--- config.mk ---
export PLATFORM = sky130hd
export DESIGN_NAME = serial_add_ctrl
export DESIGN_NICKNAME = d
export VERILOG_FILES = /design/src/rtl/serial_add_ctrl.sv
export SDC_FILE = /design/constraint.sdc
export NUM_CORES = 1
export LEC_CHECK = 0
export BUFFER_PORTS_ARGS = -buffer_cell sky130_fd_sc_hd__buf_2
export CAP_MARGIN = 15
export CORE_MARGIN = 8
export CORE_UTILIZATION = 55
export CTS_BUF_LIST = sky130_fd_sc_hd__clkbuf_16
export CTS_CLUSTER_DIAMETER = 50
export CTS_CLUSTER_SIZE = 24
export DETAILED_ROUTE_END_ITERATION = 6
export PLACE_DENSITY = 0.78
export SYNTH_ARGS = -nofsm -noshare
export SYNTH_HDL_FRONTEND = slang
export SYNTH_SLANG_ARGS = --single-unit
export TNS_END_PERCENT = 30
--- constraint.sdc ---
create_clock -name clk -period 1.7 [get_ports clk]
set_clock_uncertainty 0.1 [all_clocks]
set_input_delay 0.17 -clock clk [delete_from_list [all_inputs] [get_ports clk]]
set_output_delay 0.17 -clock clk [all_outputs]
set_load 0.01 [all_outputs]
--- src/rtl/serial_add_ctrl.sv ---
// serial_add_ctrl: bit-serial WIDTH-bit adder built around a single shared
// 1-bit full-adder cell. Operands are shifted out LSB first, one bit per
// clock, and the result is assembled in a shift register.
// Optional build macro SERIAL_SUB_EN adds a 'sub' input so the same datapath
// also computes A-B (B inverted at capture, carry preset to 1).

// Structural 1-bit full adder cell shared by the serial sequencer.
module full_adder (
    output logic c_out,
    output logic sum,
    input  logic a,
    input  logic b,
    input  logic c_in
);
    logic axb;

    assign axb   = a ^ b;
    assign sum   = axb ^ c_in;
    assign c_out = (a & b) | (axb & c_in);
endmodule

module serial_add_ctrl #(
    parameter int WIDTH = 8,
    parameter int CNT_W = $clog2(WIDTH) + 1
) (
    input  logic             clk,
    input  logic             rst_n,
    input  logic             start,
    input  logic [WIDTH-1:0] a_in,
    input  logic [WIDTH-1:0] b_in,
    input  logic             c_in,
`ifdef SERIAL_SUB_EN
    input  logic             sub,
`endif
    output logic             busy,
    output logic             done,
    output logic [WIDTH-1:0] sum_out,
    output logic             c_out,
    output logic             ovf
);

    typedef enum logic [1:0] {
        IDLE = 2'd0,
        RUN  = 2'd1,
        DONE = 2'd2
    } state_t;

    state_t           state;
    logic [WIDTH-1:0] a_sr;
    logic [WIDTH-1:0] b_sr;
    logic [WIDTH-2:0] res_sr;
    logic             carry;
    logic [CNT_W-1:0] cnt;

    logic             fa_sum;
    logic             fa_cout;
    logic [WIDTH-1:0] res_cat;
    logic [WIDTH-1:0] b_load;
    logic             carry_load;
    logic             last_bit;

    // The one shared adder cell: current LSBs plus the running carry.
    full_adder u_fa (
        .c_out (fa_cout),
        .sum   (fa_sum),
        .a     (a_sr[0]),
        .b     (b_sr[0]),
        .c_in  (carry)
    );

    // Operand B and initial carry as loaded on an accepted start.
    always_comb begin
        b_load     = b_in;
        carry_load = c_in;
`ifdef SERIAL_SUB_EN
        if (sub) begin
            b_load     = ~b_in;
            carry_load = 1'b1;
        end
`endif
    end

    // New sum bit enters at the MSB; after the final bit this is the full result.
    assign res_cat  = {fa_sum, res_sr};
    assign last_bit = (cnt == CNT_W'(WIDTH - 1));

    // Sequencer: operand capture, bit-serial shifting and result registration.
    always_ff @(posedge clk or negedge rst_n) begin
        if (!rst_n) begin
            state   <= IDLE;
            a_sr    <= '0;
            b_sr    <= '0;
            res_sr  <= '0;
            carry   <= 1'b0;
            cnt     <= '0;
            busy    <= 1'b0;
            done    <= 1'b0;
            sum_out <= '0;
            c_out   <= 1'b0;
            ovf     <= 1'b0;
        end else begin
            case (state)
                IDLE: begin
                    done <= 1'b0;
                    if (start) begin
                        a_sr  <= a_in;
                        b_sr  <= b_load;
                        carry <= carry_load;
                        cnt   <= '0;
                        busy  <= 1'b1;
                        state <= RUN;
                    end
                end
                RUN: begin
                    a_sr   <= a_sr >> 1;
                    b_sr   <= b_sr >> 1;
                    res_sr <= res_cat[WIDTH-1:1];
                    carry  <= fa_cout;
                    cnt    <= cnt + 1'b1;
                    if (last_bit) begin
                        // carry flop still holds the carry into the MSB here
                        sum_out <= res_cat;
                        c_out   <= fa_cout;
                        ovf     <= carry ^ fa_cout;
                        done    <= 1'b1;
                        state   <= DONE;
                    end
                end
                DONE: begin
                    done <= 1'b0;
                    // The edge closing DONE doubles as the next launch slot so
                    // back-to-back ops repeat every WIDTH+1 cycles.
                    if (start) begin
                        a_sr  <= a_in;
                        b_sr  <= b_load;
                        carry <= carry_load;
                        cnt   <= '0;
                        busy  <= 1'b1;
                        state <= RUN;
                    end else begin
                        busy  <= 1'b0;
                        state <= IDLE;
                    end
                end
                default: begin
                    busy  <= 1'b0;
                    done  <= 1'b0;
                    state <= IDLE;
                end
            endcase
        end
    end

endmodule

Word-level counts from Yosys, hierarchy flattened
Index checks and enable logic that the tools add are counted.
{"block": "totals", "in_bits": 20, "elab_cells": 49, "ff_bits": 42}
{"block": "op_classes", "n_addsub": 1, "muxes": 17, "n_reduce_logical": 7, "bitwise": 7, "eq_ne": 6}
{"operator": "$pmux 8 s2", "count": 2}
{"operator": "$mux 8", "count": 2}
{"operator": "$pmux 4 s2", "count": 1}
{"operator": "$reduce_and 2->1", "count": 4}
{"operator": "$mux 1", "count": 6}
{"operator": "$pmux 2 s3", "count": 1}
{"operator": "$add 4x1->4 const B", "count": 1}
{"operator": "$eq 4x3->1 const B", "count": 1}
{"operator": "$mux 2", "count": 2}
{"operator": "$mux 4", "count": 1}
{"operator": "$ne 2x2->1 const B", "count": 2}
{"operator": "$pmux 1 s3", "count": 1}
{"operator": "$xor 1x1->1", "count": 3}
{"operator": "$and 1x1->1", "count": 2}
{"operator": "$eq 2x1->1 const B", "count": 1}
{"operator": "$eq 2x2->1 const B", "count": 1}
{"operator": "$logic_not 2->1", "count": 1}
{"operator": "$ne 2x1->1 const B", "count": 1}
{"operator": "$pmux 1 s2", "count": 1}
{"operator": "$reduce_bool 2->1", "count": 1}
{"operator": "$reduce_or 2->1", "count": 1}
{"operator": "$not 1->1", "count": 1}
{"operator": "$or 1x1->1", "count": 1}

Logic depth before layout (Yosys ltp)
Gate-level depths: netlist of run 1.
{"block": "depth", "ltp_word": 4, "mapped_depth": 5, "ltp_nobuf": 4}

Hierarchy
A second synthesis of run 1 with hierarchy kept.
{"block": "unflattened", "hier_cells": 128, "area_unflattened_um2": 1898.1}
{"module": "serial_add_ctrl", "seq_area_each_um2": 1051.0, "area_each_um2": 1878.1, "instances": 1, "cells_each": 127}
{"module": "full_adder", "seq_area_each_um2": 0.0, "area_each_um2": 20.0, "instances": 1, "cells_each": 1}

Worst setup path after synthesis of run 1
No wires, ideal clock.
{"block": "synth_path", "path_type": "register to register", "startpoint": "register carry", "endpoint": "register carry", "path_buffers": 0, "setup_ns": 0.125, "path_stages_with_launch": 4, "synth_period_minus_slack_ns": 1.590, "t_required_ns": 1.475, "setup_slack_ns": 0.110, "t_arrival_ns": 1.365, "path_cell_list": "dfrtp_1 -> fa_1 -> mux2_2 -> mux2_4"}
{"block": "synth_between", "elab_chain_cells": 3}
{"element": "start: declaration", "line": "52", "source": "logic carry;"}
{"element": "start signal: assignment", "line": "108", "source": "carry <= carry_load;"}
{"element": "start signal: assignment", "line": "118", "source": "carry <= fa_cout;"}
{"element": "start signal: assignment", "line": "136", "source": "carry <= carry_load;"}
{"element": "$and 1x1->1", "line": "19", "source": "assign c_out = (a & b) | (axb & c_in);"}
{"element": "$or 1x1->1", "line": "19"}
{"element": "named net fa_cout", "line": "56", "source": "logic fa_cout;"}
{"element": "$pmux 1 s2", "line": "102", "source": "case (state)"}
The timed path passes the listed nets, and every way through them passes these cells.
A chain may end at the register's enable or synchronous reset.

Worst setup path after layout of run 1
Ends and elaborated chain as after synthesis.

==> results of run 1 <==
[worst register-to-register path, delay by kind of cell (launching register included)]
kind,cells,cell delay [ns]
adder cells (fa/ha/maj),1,0.49
flip-flops,1,0.42
multiplexers,2,0.53
[kinds of logic after synthesis]
| group | Yosys count |
|---|---|
| AOI/OAI and AO/OA | 9 |
| buffers and inverters | 9 |
| xor gates and xnor gates | 2 |
| DFF | 42 |
| adders and majority gates | 2 |
| and+or+nand+nor | 15 |
| muxes | 49 |
[final cells by class]
type | count | area (um2)
timing repair buffer | 43 | 260
fill | 255 | 996
clock inverter | 3 | 45.0
inverter | 3 | 11.3
multi-input combinational | 77 | 791
clock buffer | 5 | 125
sequential | 42 | 1050
tap | 46 | 57.6
[worst max-delay path by stage]
| stage | from | endpoint | depth (start not counted) | slack (ns) |
|---|---|---|---|---|
| 6_report | carry$_DFFE_PN0P_ | carry$_DFFE_PN0P_ | 3 | 0.04 |
| 5_1_grt | cnt[1]$_DFFE_PN0P_ | ovf$_DFFE_PN0P_ | 5 | -0.005 |
| 4_1_cts | carry$_DFFE_PN0P_ | carry$_DFFE_PN0P_ | 3 | 0.04 |
| 3_5_place_dp | cnt[0]$_DFFE_PN0P_ | c_out$_DFFE_PN0P_ | 4 | -0.01 |
| 3_3_place_gp | cnt[0]$_DFFE_PN0P_ | sum_out[6]$_DFFE_PN0P_ | 4 | 0.07 |
| 2_1_floorplan | carry$_DFFE_PN0P_ | carry$_DFFE_PN0P_ | 3 | 0.11 |
[repair_timing]
action	in CTS	in global routing
setup buffers	2	2
pin swaps	0	1
hold endpoints to repair	42	0
endpoints found under the setup margin	10	10
gates resized for setup	0	2
hold buffers	1	0
[through the flow]
step           TNS [ns]  hold WS (ns)  instance area [um2]  power (mW)  cells
4_1_cts               0        0.0712                 2320        4.74    217
2_1_floorplan         0        -0.226                 1900        3.16    128
6_report              0        0.0764                 2340        4.75    219
3_5_place_dp    -0.0608        0.0396                 2110        3.63    206
5_1_grt         -0.0107        0.0991                 2340        5.02    219
3_3_place_gp          0        0.0343                 2110        3.50    206
[Yosys cell counts (2+ instances only)]
master   number
buf_2         3
buf_6         3
dfrtp_1      42
inv_1         3
mux2_2       37
mux2_4       10
mux2i_1       2
nand3_1       4
nor2_1        3
o21ai_0       6
[sequential cells by signal (all words and copies together), names as in the netlist]
signal	cells
busy	1
sum_out	8
c_out	1
b_sr	8
ovf	1
res_sr	7
a_sr	8
state	2
carry	1
done	1
cnt	4
[layer usage]
layer  up-vias  part of all wire  track usage
met1       561              0.45        0.166
met5         -                 0            0
met4         0             0.019       0.0717
li1        537                 -            -
met2        26              0.49        0.228
met3         8             0.047       0.0519
[power by group through the flow]
stage	Clock [mW]	Sequential [mW]	Combinational, mW
6_report	1.08	1.78	1.89
5_1_grt	1.13	1.84	2.05
4_1_cts	1.10	1.79	1.86
3_5_place_dp	0	1.80	1.83
3_3_place_gp	0	1.75	1.75
2_1_floorplan	0	1.78	1.39
==> qor.txt, run 1 <==
r2r endpoint: carry$_DFFE_PN0P_
Root Driver: clkbuf_16
first-pass GRT wire length: 5920 um
Worst Hold Path EP: a_sr[7]$_DFFE_PN0P_
actual slew at the worst max-slew pin: 0.337 ns
Layout Utilization: 0.702
Vias/cell: 5.17
initial core utilization: 0.569
cell area after synthesis: 1900 um2
final slew viol count: 0
TritonRoute pass-1 iters: 2
n_diodes: 0
VDD IR max: 1.04 mV
die area: 5590 um2
Slew HR: 0.776
top-area cell type share of the netlist area: 0.554
Synth async-reset ratio: 1.00
DRT iter0 DRCs: 110
reg-to-reg setup timing slack: 0.04 ns
Period minus WS final: 1.66 ns
most common cell after layout, fill and taps aside: dfrtp_1
max-cap viol count: 0
clock share of power: 0.227
vias in the first global route: 1290
Seq pwr share: 0.375
post-route clock period utilization: 0.978
CP Buf/Inv Count: 0
PortBufs: 31
Area growth syn-to-layout: 23.3%
RSZ-0062 raised after global routing: yes
NumNets Final: 194
post-synthesis sequential area ratio: 0.554
crit-path max cell delay: 0.49 ns
average wire per standard cell: 16.4 um
P_sw: 1.44 mW
Hold Fails Final Rpt: 0
via count: 1132
top cells by area, synth: dfrtp_1 55%, mux2_2 22%, mux2_4 7.9%, buf_6 1.8%, o21ai_0 1.6%
Avg Cell Area, Syn: 14.8 um2
routability cong.: 0.727
hold depth: 3
antenna violations before repair: 0
WS Path Type: reg2reg
switching portion of total power: 0.302
layout cells sized above 1: 0.590
Row Count: 21
H-Tree Depth: 2
Power Density: 2030 nW/um2
post-synth cell types: 25
TritonCTS clock tree: done
Critical Path RT: 1.77 ns
IO Count: 32
Place WS: -0.0134 ns
WP data arrival: 1.73 ns
outcome: complete, no violations
Die H: 74.7 um
Internal Power: 3.31 mW
syn_nets: 150
clk_lat worst skew: 0.29 ns
mux cell area share after synthesis: 0.309
Min-Delay Startpoint: a_in[7]
commonest non-fill, non-tap cells in the layout: 42 x dfrtp_1, 37 x mux2_2, 31 x buf_2
Most used DFF post-synth: dfrtp_1
#FFs+latches synth: 42
Synth Area in XOR/XNOR: 0.00923
cell taking the most area after synthesis: dfrtp_1
Post-DRT Antenna Nets: 0
Post-Synth Simple-Gate Area: 0.0527
# DRC: 0
critical path peak fanout: 3
Cells after Synth: 128
reg2reg start: carry$_DFFE_PN0P_
CTS buffer count: 5
crit-path cells: fa_1 > mux2_2 > mux2_4
Logic pwr share: 0.398
cells on worst reg2reg path: 3
die extent in x: 74.7 um
grt ovf: 0
CORE AREA: 3340 um2
adder-cell share of the synthesized area: 0.0171
combinational family with the most area after synthesis: multiplexers
post-synthesis compound-gate area fraction: 0.0264
gr usage total: 0.143
post-detail-place hpwl: 2500 um
Leakage Power: 1.12 nW
clock sink count: 42
Setup-failing EPs final: 0
Slowest cell on crit path: fa_1
CTS Buffer Depth: 2
drt total wl: 3580 um
YS warnings: 0
Highest Clock Rate: 0.602 GHz
cell family with most CP delay: multiplexers
Hold Path Class: in2reg
number of synthesized flops with an enable pin: 0
clock-pin slew on the worst setup and hold paths: 0.06 ns
startpoint types: register
largest net degree at the start of global routing: 28
CP endpoint kind: register
worst setup margin: 0.0381 ns
(Power assumes the default switching activity.)
==> run 2: changes to the inputs <==
- CORE_UTILIZATION: 55 -> 52
- PLACE_DENSITY: 0.78 -> 0.75
==> run 2 against run 1 <==
Compared with the run above:
- register-to-register slack about the same
- critical path depth up 2
- flip-flop and latch count unchanged
- final area up 0.32%
- via count about the same
- clock-buffer cell count unchanged
- global-route usage down 1.0 points
- setup slack better by 0.012 ns
- maximum frequency up 0.76%
- critical endpoint is now sum_out[7]$_DFFE_PN0P_
- largest cell class unchanged
==> qor.txt, run 2 (same netlist as run 1, synthesis figures left out) <==
outcome: complete, no violations
Hold Fails Final Rpt: 0 (unchanged)
Setup-failing EPs final: 0 (unchanged)
CORE AREA: 3580 um2 (+7.2%)
die area: 5840 um2 (+4.5%)
PortBufs: 31 (unchanged)
WS Path Type: reg2reg
Period minus WS final: 1.65 ns (-0.0125 ns)
routability cong.: 0.717 (-1.3%)
DP Area: 2120 um2 (+0.12%)
clock-pin slew on the worst setup and hold paths: 0.06 ns (about the same)
hold depth: 3 (unchanged)
most common cell after layout, fill and taps aside: dfrtp_1
reg2reg start: cnt[1]$_DFFE_PN0P_
Area growth syn-to-layout: 23.7%
CTS Buffer Depth: 2 (unchanged)
final slew viol count: 0 (unchanged)
Die H: 76.4 um (+2.2%)
Leakage Power: 1.13 nW (+0.38%)
H-Tree Depth: 2 (unchanged)
first-pass GRT wire length: 6240 um (+5.4%)
top flop regs: a_sr (8), b_sr (8), sum_out (8)
gr usage total: 0.133 (-0.00996)
TritonCTS clock tree: done
CTS buffer count: 5 (unchanged)
CP endpoint kind: register
DRT iter0 DRCs: 62 (-44%)
IO Count: 32 (unchanged)
crit-path max cell delay: 0.38 ns (-0.11 ns)
clk_lat worst skew: 0.28 ns (about the same)
Post-DRT Antenna Nets: 0 (unchanged)
n_diodes: 0 (unchanged)
clock sink count: 42 (unchanged)
Critical Path RT: 1.76 ns (about the same)
DP Cell Count: 208 (+0.97%)
antenna violations before repair: 0 (unchanged)
Min-Delay Startpoint: b_in[7]
NumNets Final: 192 (-1.0%)
die extent in x: 76.4 um (+2.2%)
Power Density: 2070 nW/um2 (+2.1%)
commonest non-fill, non-tap cells in the layout: 42 x dfrtp_1, 37 x mux2_2, 31 x buf_2
Slowest cell on crit path: dfrtp_1
vias in the first global route: 1305 (+1.2%)
VDD IR max: 1.03 mV (-0.92%)
post-detail-place hpwl: 2510 um (+0.38%)
Row Count: 22 (+4.8%)
grt ovf: 0 (unchanged)
critical path peak fanout: 11 (+8)
via count: 1131 (-0.088%)
Layout Utilization: 0.656 (-0.0452)
drt total wl: 3580 um (-0.11%)
TritonRoute pass-1 iters: 3 (+1)
post-route clock period utilization: 0.970 (-0.00734)
actual slew at the worst max-slew pin: 0.647 ns (+0.310 ns)
Slew HR: 0.569 (-0.207)
crit-path cells: ha_2 > and3b_1 > nor2b_4 > buf_12 > mux2_2
finished layout cell area: 2350 um2 (+0.32%)
non-filler instance count after layout: 219 (unchanged)
Highest Clock Rate: 0.606 GHz (+0.76%)
WP data arrival: 1.71 ns (-0.02 ns)
average wire per standard cell: 16.3 um (-0.11%)
Fin Setup TNS: 0 ns (unchanged)
initial core utilization: 0.530 (-0.0384)
startpoint types: register
Root Driver: clkbuf_16
Worst Hold Path EP: b_sr[7]$_DFFE_PN0P_
Hold Worst Slack: 0.108 ns (+0.0314 ns)
# DRC: 0 (unchanged)
layout cells sized above 1: 0.579 (-0.0106)
Vias/cell: 5.16 (about the same)
r2r endpoint: sum_out[7]$_DFFE_PN0P_
largest net degree at the start of global routing: 31 (+11%)
Hold Path Class: in2reg
max-cap viol count: 0 (unchanged)
reg-to-reg setup timing slack: 0.05 ns (about the same)
cells on worst reg2reg path: 5 (+2)
[run 2: worst max-delay path by stage]
stage / start / end / slack (ns) / depth (start not counted)
detailed placement: cnt[0]$_DFFE_PN0P_ / sum_out[5]$_DFFE_PN0P_ / -0.02 / 4
CTS: carry$_DFFE_PN0P_ / carry$_DFFE_PN0P_ / 0.02 / 3
floorplan: carry$_DFFE_PN0P_ / carry$_DFFE_PN0P_ / 0.11 / 3
global placement: carry$_DFFE_PN0P_ / carry$_DFFE_PN0P_ / 0.06 / 3
finish: cnt[1]$_DFFE_PN0P_ / sum_out[7]$_DFFE_PN0P_ / 0.05 / 5
global route: cnt[1]$_DFFE_PN0P_ / sum_out[7]$_DFFE_PN0P_ / -0.01 / 5
[run 2: layout make-up]
class	count	area [um2]
Tap cell	48	60.1
Timing Repair Buffer	41	245
Inverter	3	11.3
Fill cell	270	1230
Multi-Input combinational cell	77	792
Clock buffer	5	125
Clock inverter	3	63.8
Sequential cell	42	1050
[run 2: metrics by stage]
| step | worst slack (ns) | total power, mW |
|---|---|---|
| after floorplan | 0.110 | 3.16 |
| after global placement | 0.0633 | 3.50 |
| after detailed placement | -0.0152 | 3.63 |
| after CTS | 0.0171 | 4.88 |
| after global routing | -0.0116 | 5.18 |
| final | 0.0506 | 4.86 |
[run 2: where the power goes]
part / switching, mW / internal [mW] / total (mW)
Sequential: 0.301 / 1.48 / 1.78
Combinational: 0.757 / 1.13 / 1.88
Clock: 0.362 / 0.835 / 1.20
Total: 1.42 / 3.44 / 4.86
[run 2: repair_timing]
action,CTS,global route
hold buffers,1,0
setup buffers,1,1
resized for setup,0,2
hold endpoints to repair,28,0
pin swaps,0,0
setup endpoints to repair,10,11
[run 2: routing by layer]
layer | vias up | global-route usage | routed length, um
li1 | 534 | - | -
met1 | 569 | 0.154 | 1550
met4 | 0 | 0.0769 | 89
met5 | - | 0 | 0
met3 | 8 | 0.0366 | 131
met2 | 20 | 0.217 | 1810
[run 2: critical path: cells and delay by family (launching register included)]
family                   cells  cell delay, ns
multiplexers                 1            0.33
flip-flops                   1            0.38
AND/OR/NAND/NOR              2            0.36
buffers and inverters        1            0.14
adder cells (fa/ha/maj)      1            0.21
==> run 3: changes to the inputs <==
- BUFFER_PORTS_ARGS: -buffer_cell sky130_fd_sc_hd__buf_2 -> not set
- DONT_BUFFER_PORTS: not set -> 1
- PLACE_DENSITY: 0.75 -> 0.67
==> run 3 against run 2 <==
Compared with the run above:
- utilization is 5.0 points lower
- global-route usage decreased by 1.7 points
- critical path depth is 2 lower
- flip-flop and latch count unchanged
- clock power decreased by 23%
- sequential share of layout area increased by 3.7 points
- non-clock buffer count down 30
- maximum frequency is 0.14% higher
- worst hold slack got worse by 0.11 ns
- via count shrank 11%
- power is 9.4% lower
- sequential power rose by 4%
- highest routed layer unchanged
==> qor.txt, run 3 (same netlist as run 1, synthesis figures left out) <==
WP data arrival: 1.72 ns (about the same)
initial core utilization: 0.530 (unchanged)
cells on worst reg2reg path: 3 (-2)
Fillers: 291 (+7.8%)
TritonCTS clock tree: done
Critical Path RT: 1.77 ns (about the same)
top flop regs: a_sr (8), b_sr (8), sum_out (8)
critical path peak fanout: 3 (-8)
gr usage total: 0.116 (-0.0172)
Hold Fails Final Rpt: 0 (unchanged)
first-pass GRT wire length: 5320 um (-15%)
startpoint types: register
Area growth syn-to-layout: 14.4%
drt total wl: 3160 um (-12%)
Period minus WS final: 1.65 ns (-0.00228 ns)
average wire per standard cell: 16.7 um (+2.3%)
r2r endpoint: carry$_DFFE_PN0P_
Min-Delay Startpoint: start
hold depth: 2 (-1)
IO Count: 32 (unchanged)
NumNets Final: 162 (-16%)
Total Power: 4.41 mW (-9.4%)
outcome: complete, no violations
RSZ-0062 raised after global routing: no
H-Tree Depth: 2 (unchanged)
clk_lat worst skew: 0.28 ns (about the same)
Worst Hold Path EP: a_sr[7]$_DFFE_PN0P_
Setup-failing EPs final: 0 (unchanged)
die extent in x: 76.4 um (unchanged)
vias in the first global route: 1049 (-20%)
reg2reg start: carry$_DFFE_PN0P_
post-detail-place hpwl: 2210 um (-12%)
antenna violations before repair: 0 (unchanged)
Root Driver: clkbuf_16
CTS buffer count: 5 (unchanged)
clock-pin slew on the worst setup and hold paths: 0.06 ns (about the same)
DRT iter0 DRCs: 114 (+84%)
Hold Path Class: in2reg
Power Density: 2030 nW/um2 (-1.9%)
Leakage Power: 0.988 nW (-12%)
VDD IR max: 0.935 mV (-9.3%)
grt ovf: 0 (unchanged)
largest net degree at the start of global routing: 43 (+39%)
Highest Clock Rate: 0.607 GHz (+0.14%)
post-route clock period utilization: 0.969 (-0.00134)
routability cong.: 0.688 (-4.1%)
most common cell after layout, fill and taps aside: dfrtp_1
via count: 1003 (-11%)
Post-DRT Antenna Nets: 0 (unchanged)
layout cells sized above 1: 0.482 (-0.0967)
Die H: 76.4 um (unchanged)
die area: 5840 um2 (unchanged)
TritonRoute pass-1 iters: 4 (+1)
max-cap viol count: 0 (unchanged)
# DRC: 0 (unchanged)
commonest non-fill, non-tap cells in the layout: 42 x dfrtp_1, 37 x mux2_2, 10 x mux2_4
Slew HR: 0.825 (+0.256)
Hold Worst Slack: 0.00187 ns (-0.106 ns)
clock sink count: 42 (unchanged)
WS Path Type: reg2reg
final slew viol count: 0 (unchanged)
actual slew at the worst max-slew pin: 0.262 ns (-0.384 ns)
Row Count: 22 (unchanged)
n_diodes: 0 (unchanged)
CORE AREA: 3580 um2 (unchanged)
CP endpoint kind: register
reg-to-reg setup timing slack: 0.05 ns (about the same)
Vias/cell: 5.31 (+2.8%)
CTS Buffer Depth: 2 (unchanged)
PortBufs: 0 (-100%)
-- run 3: layer usage --
layer,track usage,vias up,share of wire
met5,0,-,0
met1,0.137,502,0.42
met4,0.0750,0,0.023
li1,-,475,-
met2,0.177,21,0.50
met3,0.0389,5,0.054
-- run 3: worst max-delay path: stages (launching register included) --
cell and delay, ns:
dfrtp_1 0.42, fa_1 0.49, mux2_2 0.28, mux2_4 0.25
-- run 3: timing repair --
| action | 4_1_cts | 5_1_grt |
|---|---|---|
| endpoints found under the setup margin | 10 | 3 |
| hold buffers | 3 | 0 |
| pin swaps | 0 | 1 |
| hold endpoints to repair | 43 | 0 |
| gates resized for setup | 0 | 1 |
| setup buffers | 1 | 1 |
-- run 3: worst max-delay path by stage --
stage | startpoint | end | slack (ns) | depth (start not counted)
after floorplan | carry$_DFFE_PN0P_ | carry$_DFFE_PN0P_ | 0.11 | 3
after global placement | cnt[0]$_DFFE_PN0P_ | sum_out[1]$_DFFE_PN0P_ | 0.05 | 4
after detailed placement | cnt[1]$_DFFE_PN0P_ | c_out$_DFFE_PN0P_ | -0.03 | 4
after CTS | carry$_DFFE_PN0P_ | carry$_DFFE_PN0P_ | 0.04 | 3
after global routing | carry$_DFFE_PN0P_ | carry$_DFFE_PN0P_ | 0.02 | 3
final | carry$_DFFE_PN0P_ | carry$_DFFE_PN0P_ | 0.05 | 3
-- run 3: where the power goes --
part	switching, mW	internal [mW]
Clock	0.379	0.543
Combinational	0.602	1.04
Sequential	0.367	1.48
-- run 3: final cells by class --
class	count	area, um2	area share
multi-input combinational	77	790	0.364
sequential	42	1050	0.484
clock inverter	3	21.3	0.00980
inverter	3	11.3	0.00519
tap	48	60.1	0.0277
clock buffer	5	125	0.0576
timing repair buffer	11	113	0.0519
-- run 3: metrics by stage --
| step | util | setup WS [ns] | cells | setup TNS (ns) | area, um2 |
|---|---|---|---|---|---|
| 2_1_floorplan | - | 0.110 | 128 | 0 | 1900 |
| 3_3_place_gp | 0.546 | 0.0534 | 176 | 0 | 1950 |
| 3_5_place_dp | 0.546 | -0.0288 | 176 | -0.210 | 1950 |
| 4_1_cts | 0.604 | 0.0413 | 188 | 0 | 2160 |
| 5_1_grt | 0.607 | 0.0213 | 189 | 0 | 2170 |
| 6_report | 0.607 | 0.0529 | 189 | 0 | 2170 |
